[src/rtl/apb_opbridge_pkg.sv]
`default_nettype none
// ============================================================================
// Module      : apb_opbridge_pkg
// Description : Shared definitions for the APB operand bridge. Holds the
//               fixed operand-memory addresses, the idle address, the APB
//               register offsets, the bridge FSM state type and the SETUP
//               phase decoder.
// Revision    : 1.0 - initial release
// ============================================================================
package apb_opbridge_pkg;

  // Operand-memory port addresses. The memory acts whenever one of these
  // addresses is present, so the bridge drives ADDR_IDLE at all other times.
  localparam logic [31:0] ADDR_IDLE   = 32'h0000_0000;
  localparam logic [31:0] WADDR_OPA   = 32'h1111_0000;
  localparam logic [31:0] WADDR_OPB   = 32'h2111_0000;
  localparam logic [31:0] RADDR1_OPA  = 32'h1211_1111;
  localparam logic [31:0] RADDR2_OPA  = 32'h1312_2222;
  localparam logic [31:0] RADDR1_OPB  = 32'h2211_1111;
  localparam logic [31:0] RADDR2_OPB  = 32'h2312_2222;

  // APB register offsets (byte addresses, zero-extended PADDR).
  localparam logic [31:0] REG_WR_OPA  = 32'h0000_0000;
  localparam logic [31:0] REG_WR_OPB  = 32'h0000_0004;
  localparam logic [31:0] REG_RD_OPA  = 32'h0000_0008;
  localparam logic [31:0] REG_RD_OPB  = 32'h0000_000C;
  localparam logic [31:0] REG_STATUS  = 32'h0000_0010;

  // Bridge FSM states.
  typedef enum logic [2:0] {
    ST_IDLE    = 3'd0,
    ST_WR_ACC  = 3'd1,
    ST_RD_WAIT = 3'd2,
    ST_RD_ACC  = 3'd3,
    ST_REG_ACC = 3'd4
  } state_t;

  // What a REG_ACC cycle has to do; captured at SETUP.
  typedef enum logic [1:0] {
    REG_NONE       = 2'd0,
    REG_STATUS_RD  = 2'd1,
    REG_STATUS_CLR = 2'd2,
    REG_ERROR      = 2'd3
  } reg_kind_t;

  // Result of decoding one SETUP phase.
  typedef struct packed {
    state_t      next_state;
    reg_kind_t   kind;
    logic [31:0] waddr;
    logic [31:0] raddr1;
    logic [31:0] raddr2;
    logic        mem_wr;
  } decode_t;

  // Decode direction + offset into the follow-on state and the addresses
  // to present to the memory. Anything that is not an exact match of a
  // mapped offset in the right direction (including misaligned offsets and
  // offsets with upper address bits set) falls through to REG_ERROR.
  function automatic decode_t decode_access(input logic write, input logic [31:0] offset);
    decode_t d;
    d.next_state = ST_REG_ACC;
    d.kind       = REG_ERROR;
    d.waddr      = ADDR_IDLE;
    d.raddr1     = ADDR_IDLE;
    d.raddr2     = ADDR_IDLE;
    d.mem_wr     = 1'b0;
    case (offset)
      REG_WR_OPA: begin
        if (write) begin
          d.next_state = ST_WR_ACC;
          d.kind       = REG_NONE;
          d.waddr      = WADDR_OPA;
          d.mem_wr     = 1'b1;
        end
      end
      REG_WR_OPB: begin
        if (write) begin
          d.next_state = ST_WR_ACC;
          d.kind       = REG_NONE;
          d.waddr      = WADDR_OPB;
          d.mem_wr     = 1'b1;
        end
      end
      REG_RD_OPA: begin
        if (!write) begin
          d.next_state = ST_RD_WAIT;
          d.kind       = REG_NONE;
          d.raddr1     = RADDR1_OPA;
          d.raddr2     = RADDR2_OPA;
        end
      end
      REG_RD_OPB: begin
        if (!write) begin
          d.next_state = ST_RD_WAIT;
          d.kind       = REG_NONE;
          d.raddr1     = RADDR1_OPB;
          d.raddr2     = RADDR2_OPB;
        end
      end
      REG_STATUS: begin
        d.kind = write ? REG_STATUS_CLR : REG_STATUS_RD;
      end
      default: begin
      end
    endcase
    return d;
  endfunction

endpackage
`default_nettype wire

[src/rtl/apb_access_counter.sv]
`default_nettype none
// ============================================================================
// Module      : apb_access_counter
// Description : Wrapping access counter used for bridge debug statistics.
//               Clear has priority over increment.
// Ports       : clk   - clock
//               rst_n - asynchronous active-low reset
//               inc   - count one access this cycle
//               clr   - synchronous clear (wins over inc)
//               count - current count value
// Revision    : 1.0 - initial release
// ============================================================================
module apb_access_counter #(
  parameter int WIDTH = 16
) (
  input  logic             clk,
  input  logic             rst_n,
  input  logic             inc,
  input  logic             clr,
  output logic [WIDTH-1:0] count
);

  always_ff @(posedge clk or negedge rst_n) begin
    if (!rst_n) begin
      count <= '0;
    end else if (clr) begin
      count <= '0;
    end else if (inc) begin
      // Natural modulo-2^WIDTH wrap.
      count <= count + WIDTH'(1);
    end
  end

endmodule
`default_nettype wire

[src/rtl/apb_operand_bridge.sv]
`default_nettype none
// ============================================================================
// Module      : apb_operand_bridge
// Description : APB3 slave fronting the operand memory. Translates bus
//               writes/reads into the memory's fixed-address write and dual
//               read ports, inserts one wait state for the registered memory
//               read, and keeps 16-bit write/read access counters.
// Options     : APB_OPBRIDGE_SLVERR_EN - when defined, unmapped or
//               wrong-direction accesses complete with PSLVERR=1; otherwise
//               PSLVERR is tied low and such accesses complete silently.
// Ports       : PCLK, PRESETn          - clock, async active-low reset
//               PSEL/PENABLE/PWRITE    - APB control
//               PADDR, PWDATA          - APB address / write data
//               PRDATA/PREADY/PSLVERR  - APB response
//               waddr, wdata           - memory write port
//               raddr1, raddr2         - memory read addresses
//               mem_read_data1/2       - memory read data (registered read)
// Revision    : 1.0 - initial release
// ============================================================================
module apb_operand_bridge
  import apb_opbridge_pkg::*;
#(
  parameter int PADDR_W = 12
) (
  input  logic               PCLK,
  input  logic               PRESETn,
  input  logic               PSEL,
  input  logic               PENABLE,
  input  logic               PWRITE,
  input  logic [PADDR_W-1:0] PADDR,
  input  logic [31:0]        PWDATA,
  output logic [31:0]        PRDATA,
  output logic               PREADY,
  output logic               PSLVERR,
  output logic [31:0]        waddr,
  output logic [31:0]        wdata,
  output logic [31:0]        raddr1,
  output logic [31:0]        raddr2,
  input  logic [15:0]        mem_read_data1,
  input  logic [15:0]        mem_read_data2
);

  state_t      state;
  state_t      state_nxt;
  reg_kind_t   reg_kind;
  decode_t     dec;
  logic        setup;
  logic        wr_inc;
  logic        rd_inc;
  logic        cnt_clr;
  logic [15:0] wr_cnt;
  logic [15:0] rd_cnt;

  assign setup = PSEL & ~PENABLE;
  assign dec   = decode_access(PWRITE, 32'(PADDR));

  // --------------------------------------------------------------------------
  // FSM state register
  // --------------------------------------------------------------------------
  always_ff @(posedge PCLK or negedge PRESETn) begin
    if (!PRESETn) begin
      state <= ST_IDLE;
    end else begin
      state <= state_nxt;
    end
  end

  // --------------------------------------------------------------------------
  // FSM next state and APB response
  // --------------------------------------------------------------------------
  always_comb begin
    state_nxt = state;
    PREADY    = 1'b0;
    PRDATA    = 32'h0;
    PSLVERR   = 1'b0;
    wr_inc    = 1'b0;
    rd_inc    = 1'b0;
    cnt_clr   = 1'b0;
    case (state)
      ST_IDLE: begin
        if (setup) begin
          state_nxt = dec.next_state;
        end
      end
      ST_WR_ACC: begin
        PREADY    = 1'b1;
        // A dropped PSEL means the master abandoned the transfer: no count.
        wr_inc    = PSEL;
        state_nxt = ST_IDLE;
      end
      ST_RD_WAIT: begin
        // Memory is sampling raddr1/2 this cycle; data arrives next cycle.
        state_nxt = PSEL ? ST_RD_ACC : ST_IDLE;
      end
      ST_RD_ACC: begin
        PREADY    = 1'b1;
        PRDATA    = {mem_read_data2, mem_read_data1};
        rd_inc    = PSEL;
        state_nxt = ST_IDLE;
      end
      ST_REG_ACC: begin
        PREADY    = 1'b1;
        if (reg_kind == REG_STATUS_RD) begin
          PRDATA = {rd_cnt, wr_cnt};
        end
        cnt_clr   = PSEL & (reg_kind == REG_STATUS_CLR);
`ifdef APB_OPBRIDGE_SLVERR_EN
        PSLVERR   = (reg_kind == REG_ERROR);
`else
        PSLVERR   = 1'b0;
`endif
        state_nxt = ST_IDLE;
      end
      default: begin
        state_nxt = ST_IDLE;
      end
    endcase
  end

  // --------------------------------------------------------------------------
  // Memory-side address/data registers
  // Every cycle defaults to the idle address so a mapped address is only
  // ever visible for the single cycle following its SETUP phase.
  // --------------------------------------------------------------------------
  always_ff @(posedge PCLK or negedge PRESETn) begin
    if (!PRESETn) begin
      waddr    <= ADDR_IDLE;
      wdata    <= 32'h0;
      raddr1   <= ADDR_IDLE;
      raddr2   <= ADDR_IDLE;
      reg_kind <= REG_NONE;
    end else begin
      waddr  <= ADDR_IDLE;
      raddr1 <= ADDR_IDLE;
      raddr2 <= ADDR_IDLE;
      if ((state == ST_IDLE) && setup) begin
        waddr    <= dec.waddr;
        raddr1   <= dec.raddr1;
        raddr2   <= dec.raddr2;
        reg_kind <= dec.kind;
        // wdata only follows mapped writes; it holds otherwise.
        if (dec.mem_wr) begin
          wdata <= PWDATA;
        end
      end
    end
  end

  // --------------------------------------------------------------------------
  // Debug access counters
  // --------------------------------------------------------------------------
  apb_access_counter #(
    .WIDTH (16)
  ) u_wr_cnt (
    .clk   (PCLK),
    .rst_n (PRESETn),
    .inc   (wr_inc),
    .clr   (cnt_clr),
    .count (wr_cnt)
  );

  apb_access_counter #(
    .WIDTH (16)
  ) u_rd_cnt (
    .clk   (PCLK),
    .rst_n (PRESETn),
    .inc   (rd_inc),
    .clr   (cnt_clr),
    .count (rd_cnt)
  );

endmodule
`default_nettype wire

[config.mk]
export PLATFORM = sky130hd
export DESIGN_NAME = apb_operand_bridge
export DESIGN_NICKNAME = d
export VERILOG_FILES = /design/src/rtl/apb_opbridge_pkg.sv /design/src/rtl/apb_access_counter.sv /design/src/rtl/apb_operand_bridge.sv
export SDC_FILE = /design/constraint.sdc
export NUM_CORES = 1
export LEC_CHECK = 0
export CAP_MARGIN = 5
export CORE_ASPECT_RATIO = 1.75
export CORE_UTILIZATION = 43
export CTS_CLUSTER_SIZE = 20
export DETAILED_ROUTE_END_ITERATION = 16
export PLACE_DENSITY = 0.91
export SKIP_CTS_REPAIR_TIMING = 1
export SYNTH_ARGS = -nofsm -noshare
export SYNTH_HDL_FRONTEND = slang
export SYNTH_SLANG_ARGS = --single-unit
[constraint.sdc]
create_clock -name PCLK -period 5.3 [get_ports PCLK]
set_clock_uncertainty 0.2 [all_clocks]
set_input_delay 0.795 -clock PCLK [delete_from_list [all_inputs] [get_ports PCLK]]
set_output_delay 0.795 -clock PCLK [all_outputs]
set_load 0.03 [all_outputs]
==> results of run 1 <==
## registers in the layout, indices dropped and copies added, names as in the netlist
register and flops:
state 3, wdata 32, u_wr_cnt.count 16, reg_kind 2, u_rd_cnt.count 16, waddr 3, raddr1 3
## routing by layer
layer,up-vias,track usage
met4,0,0.0833
met5,-,0
met3,20,0.0611
li1,1621,-
met1,1656,0.188
met2,209,0.380
## power groups by stage
stage	logic, mW	clock network, mW	registers, mW
after floorplan	0.125	0	0.591
after global placement	0.161	0	0.591
after detailed placement	0.164	0	0.591
after CTS	0.164	0.718	0.581
after global routing	0.175	0.744	0.581
final	0.164	0.699	0.581
## path summary, 6_finish.rpt
path	from	end	cells after the start
setup / recovery	state[0]	PRDATA[27]	5
hold / removal	wdata[31]	wdata[31]	1
setup reg to reg	state[2]	wdata[27]	4
hold reg to reg	wdata[31]	wdata[31]	1
max in group asynchronous	PRESETn	state[2]	1
min in group asynchronous	PRESETn	u_wr_cnt.count[6]	1
## cell families after synthesis
| group | Yosys count | synth area share |
|---|---|---|
| muxes | 34 | 0.110 |
| adders and majority gates | 2 | 0.00564 |
| xor gates and xnor gates | 19 | 0.0375 |
| buffers and inverters | 112 | 0.179 |
| DFF | 75 | 0.423 |
| other | 1 | 0.000845 |
| and+or+nand+nor | 124 | 0.148 |
| AOI/OAI and AO/OA | 58 | 0.0959 |
## stage by stage
stage	total power, mW	util	instances	cell area (µm²)	setup WS (ns)
detailed placement	0.755	0.582	685	5810	1.71
global placement	0.752	0.582	685	5810	1.84
global route	1.50	0.618	701	6160	1.44
finish	1.44	0.618	701	6160	1.57
CTS	1.46	0.618	701	6160	1.55
floorplan	0.716	-	497	4710	2.33
## cell usage in the layout, fill, tap and decap left out, types with 8 or more instances in the layout
master             n
clkdlybuf4s50_1  168
dfrtp_1           75
conb_1            73
a22o_1            32
nand2_1           29
mux2_4            29
nor2_1            25
a21oi_1           11
xnor2_1           11
nand4_1           10
nand3_1            9
o21ai_0            9
clkbuf_16          9
nor4_1             8
or3_1              8
xor2_1             8
## worst max-delay path, stage by stage (launching register included)
cell and delay, ns:
dfrtp_1 0.44, or3b_2 0.55, nor3b_2 0.19, buf_4 0.34, a22o_1 0.20, clkdlybuf4s50_1 0.68
## area by class of cell
class	instances	area, µm²
fill	777	3810
multi-input combinational	310	2050
sequential	75	1880
timing repair buffer	172	1710
clock buffer	10	239
tap	125	156
clock inverter	6	113
inverter	3	11.3
==> impl_metrics.toml, run 1 <==
[outcome]
status = "finished clean"

[pwr]
p_comb_frac = 0.114
power-per-cell-area_mw_per_mm2 = 235
p_seq_frac = 0.402
pwr-share-clk = 0.484
internal-power_mw = 1.11
p_sw_mw = 0.334
switching_share = 0.231
ir_worst_vdd_v = 0.000161
leakage_nw = 2.83

[global_routing]
grt_overflow_total = 0
antenna_found_initial = 0
grt_max_degree = 76
grt_pass1_wl_um = 16200
grt_usage = 0.198
grt_pass1_vias = 3442

[place]
place_hpwl_um = 8030
gp_congestion = 0.831
port_buffers = 169

[synth]
syn_inst = 425
synth_top_cell_area_share = 0.423
ys_ff_latch = 75
synth_area_per_cell_um2 = 10.4
ys_seq_area_frac = 0.423
async_reset_ff_frac = 1.00
synth_most_common_cell = "buf_4"
synthesis.area_mm2 = 0.00444
synth_edf_count = 0
ys_types = 39
netlist_top_cells_count = "buf_4, dfrtp_1, a22o_1"
ys_warn_count = 0
synth_largest_area_cell = "dfrtp_1"
synth_flop_cell = "dfrtp_1"
ys_top_cells_by_area = "dfrtp_1, buf_4, mux2_4"

[clock_tree]
htreeDepth = 3
clock_latency_ns = 0.33
cts_buffer_depth = 2
cts_buffers = 9
clk_pin_slew_ns = 0.06
root_buffer = "clkbuf_16"
cts_tree = "built"
cts.sinks = 75

[worst_hold_path]
timing.hold.worst.class = "flip-flop to flip-flop"

[timing]
fin_hold_ws_ns = 0.311
tightest_slew_ns = 0.928
finalHoldViolCount = 0
rsz0062_at_grt = "no"
slew_viol_final = 0
setup_violations = 0
fin_crit_sh = 0.705
slew_headroom = 0.381
fmax_mhz = 268
fin_setup_tns_ns = 0
min_period_ns = 3.73

[route]
highest_layer = "met4"
met2_length_um = 5950
wl_met1_um = 3380
dr.pass1.iters = 4
wl_per_cell_um = 14.9
route.detailed.drc = 0
wl_um = 10400
drtAntennaViolNets = 0
initialDrtViolationCount = 112
vias_per_cell = 5.00
wl_met3_um = 842
vias = 3506

[floorplanning]
core_area_mm2 = 0.00997
dieArea_mm2 = 0.0107
fp.dieH_um = 136
initial_core_util = 0.445
num_rows = 48
die_width_um = 78.8
io_pins = 243

[critical_path]
critPathLaunchType = "flip-flop"
worstPathRequired_ns = 4.30
crit_type = "flip-flop to output pin"
crit_arrival_ns = 2.74
cp_max_fo = 32
endpoint_kind = "output pin"
rrSetupSlack_ns = 2.57

[run]
drv_cap = 0

[finish]
drive_gt1_frac = 0.0990
antenna_cells = 0
synthToLayoutAreaGrowth_pct = 38.8
nets = 654
Power figures use the tool's default switching activity.
==> run 2, diff against run 1 <==
Settings changed: CORE_UTILIZATION 43 to 40, PLACE_DENSITY 0.91 to 0.85.
Clock period 5.3 ns to 3.9 ns, I/O delays scaled along.
==> run 2 against run 1 <==
Net effect: sequential share of layout area increased by 0.34 points; non-clock buffer count increased by 1; first-iteration DRC count fell by 29%; critical path depth unchanged; flip-flop and latch count unchanged; register-to-register slack got worse by 1.4 ns; largest power group is now registers; cell count rose by 0.71%; die area up 7.3%; worst setup slack worse by 1.2 ns; sequential power grew 36%.
==> impl_metrics.toml, run 2 (same netlist as run 1, synthesis figures left out) <==
[timing]
min_period_ns = 3.55
fin_crit_sh = 0.911
slew_viol_final = 0
rsz0062_at_grt = "no"
finalHoldViolCount = 0
fmax_mhz = 282
tightest_slew_ns = 0.928
setup_violations = 0
slew_headroom = 0.381
fin_setup_tns_ns = 0

[critical_path]
max_stage_delay_ns = 0.68
worstPathRequired_ns = 3.12
crit_type = "flip-flop to output pin"
slowest_stage = "clkdlybuf4s50_1"
crit_arrival_ns = 2.77
endpoint_kind = "output pin"
path_cells = "or3b_2, nor3b_2, buf_4, a22o_1, clkdlybuf4s50_1"
cp_max_fo = 32
critPathLaunchType = "flip-flop"

[floorplanning]
initial_core_util = 0.412
io_pins = 243
fp.dieH_um = 141
num_rows = 50
die_width_um = 81.6
dieArea_mm2 = 0.0115
core_area_mm2 = 0.0108

[route]
wl_per_cell_um = 14.7
vias_per_cell = 4.91
dr.pass1.iters = 4
wl_um = 10400
route.detailed.drc = 0
drtAntennaViolNets = 0
initialDrtViolationCount = 80
vias = 3464

[finish]
largest_reg_flops = 32
largest_register = "wdata"
antenna_cells = 0
nets = 655
final_util = 0.566
drive_gt1_frac = 0.0990
top_regs = "wdata x32, u_rd_cnt.count x16, u_wr_cnt.count x16"
seqCellArea_mm2 = 0.00188
synthToLayoutAreaGrowth_pct = 37.2
fillCellCount = 934
mostFrequentLayoutCell = "clkdlybuf4s50_1"
most-common-layout-cells = "clkdlybuf4s50_1, dfrtp_1, conb_1"
final_cell_area_mm2 = 0.00609
multi_input_area_mm2 = 0.00205

[global_routing]
busiest_layer = "met2"
grt_usage = 0.181
antenna_found_initial = 0
grt_pass1_vias = 3367
grt_pass1_wl_um = 15900
grt_max_degree = 76
grt_overflow_total = 0
grt_util_met2 = 0.351
met3_usage = 0.0360
gr-usage-met1 = 0.179

[clock_tree]
clock_latency_ns = 0.32
clk_pin_slew_ns = 0.06
cts_buffers = 9
cts_buffer_depth = 2
cts.sinks = 75
root_buffer = "clkbuf_16"
cts_tree = "built"
htreeDepth = 3

[outcome]
status = "finished clean"

[place]
gp_congestion = 0.849
placed_area_mm2 = 0.00582
port_buffers = 169
place_hpwl_um = 7980

[pwr]
leakage_nw = 2.79
ir_worst_vdd_v = 0.000217
total_power_mw = 1.75
power-per-cell-area_mw_per_mm2 = 288

[worst_hold_path]
timing.hold.worst.class = "input port to asynchronous set/reset pin"

[run]
drv_cap = 0
==> run 2: cell count changes in the layout (fill, tap and decap cells not counted) <==
| cell | change |
|---|---|
| bufinv_16 | -3 |
| clkinv_2 | +2 |
| clkinv_4 | -2 |
| clkinvlp_4 | +2 |
| buf_4 | +1 |
==> run 2: per-layer routing <==
| metal | wire (µm) | vias up |
|---|---|---|
| li1 | - | 1626 |
| met1 | 3490 | 1622 |
| met2 | 5860 | 200 |
| met3 | 838 | 16 |
| met4 | 173 | 0 |
| met5 | 0 | - |
==> run 2: power by group <==
group          internal [mW]  switching [mW]  leakage (nW)
sequential             0.783         0.00704          1.04
clock                  0.440           0.301         0.130
combinational         0.0826           0.140          1.62
==> run 2: worst paths after layout <==
kind / from / slack [ns] / cells past startpoint / endpoint
worst max-delay path: state[0] / 0.35 / 5 / PRDATA[1]
worst min-delay path: PRESETn / 0.20 / 1 / u_wr_cnt.count[15]
worst max register to register: state[2] / 1.18 / 4 / wdata[23]
worst min register to register: wdata[14] / 0.31 / 1 / wdata[14]
max in group asynchronous: PRESETn / 2.70 / 1 / u_rd_cnt.count[10]
min in group PCLK: wdata[14] / 0.31 / 1 / wdata[14]
==> run 2: area by class of cell <==
type	instances	share of cell area
repair buffers	173	0.282
flip-flops and latches	75	0.308
multi-input cells	310	0.337
inverters	3	0.00185
well taps	130	0.0267
clock buffers	10	0.0393
clock inverters	5	0.00493
==> run 2: worst max-delay path: cells and delay by family, from the launching register on <==
| family | cells | cell delay [ns] |
|---|---|---|
| flip-flops | 1 | 0.46 |
| AND/OR/NAND/NOR | 2 | 0.75 |
| buffers and inverters | 2 | 1.00 |
| AO/OA/AOI/OAI | 1 | 0.23 |
==> run 2: metrics by stage <==
step	cells	hold WS [ns]	setup slack, ns
2_1_floorplan	497	0.0894	1.14
3_3_place_gp	691	0.288	0.637
3_5_place_dp	691	0.292	0.572
4_1_cts	706	0.234	0.333
5_1_grt	706	0.286	0.247
6_report	706	0.199	0.348
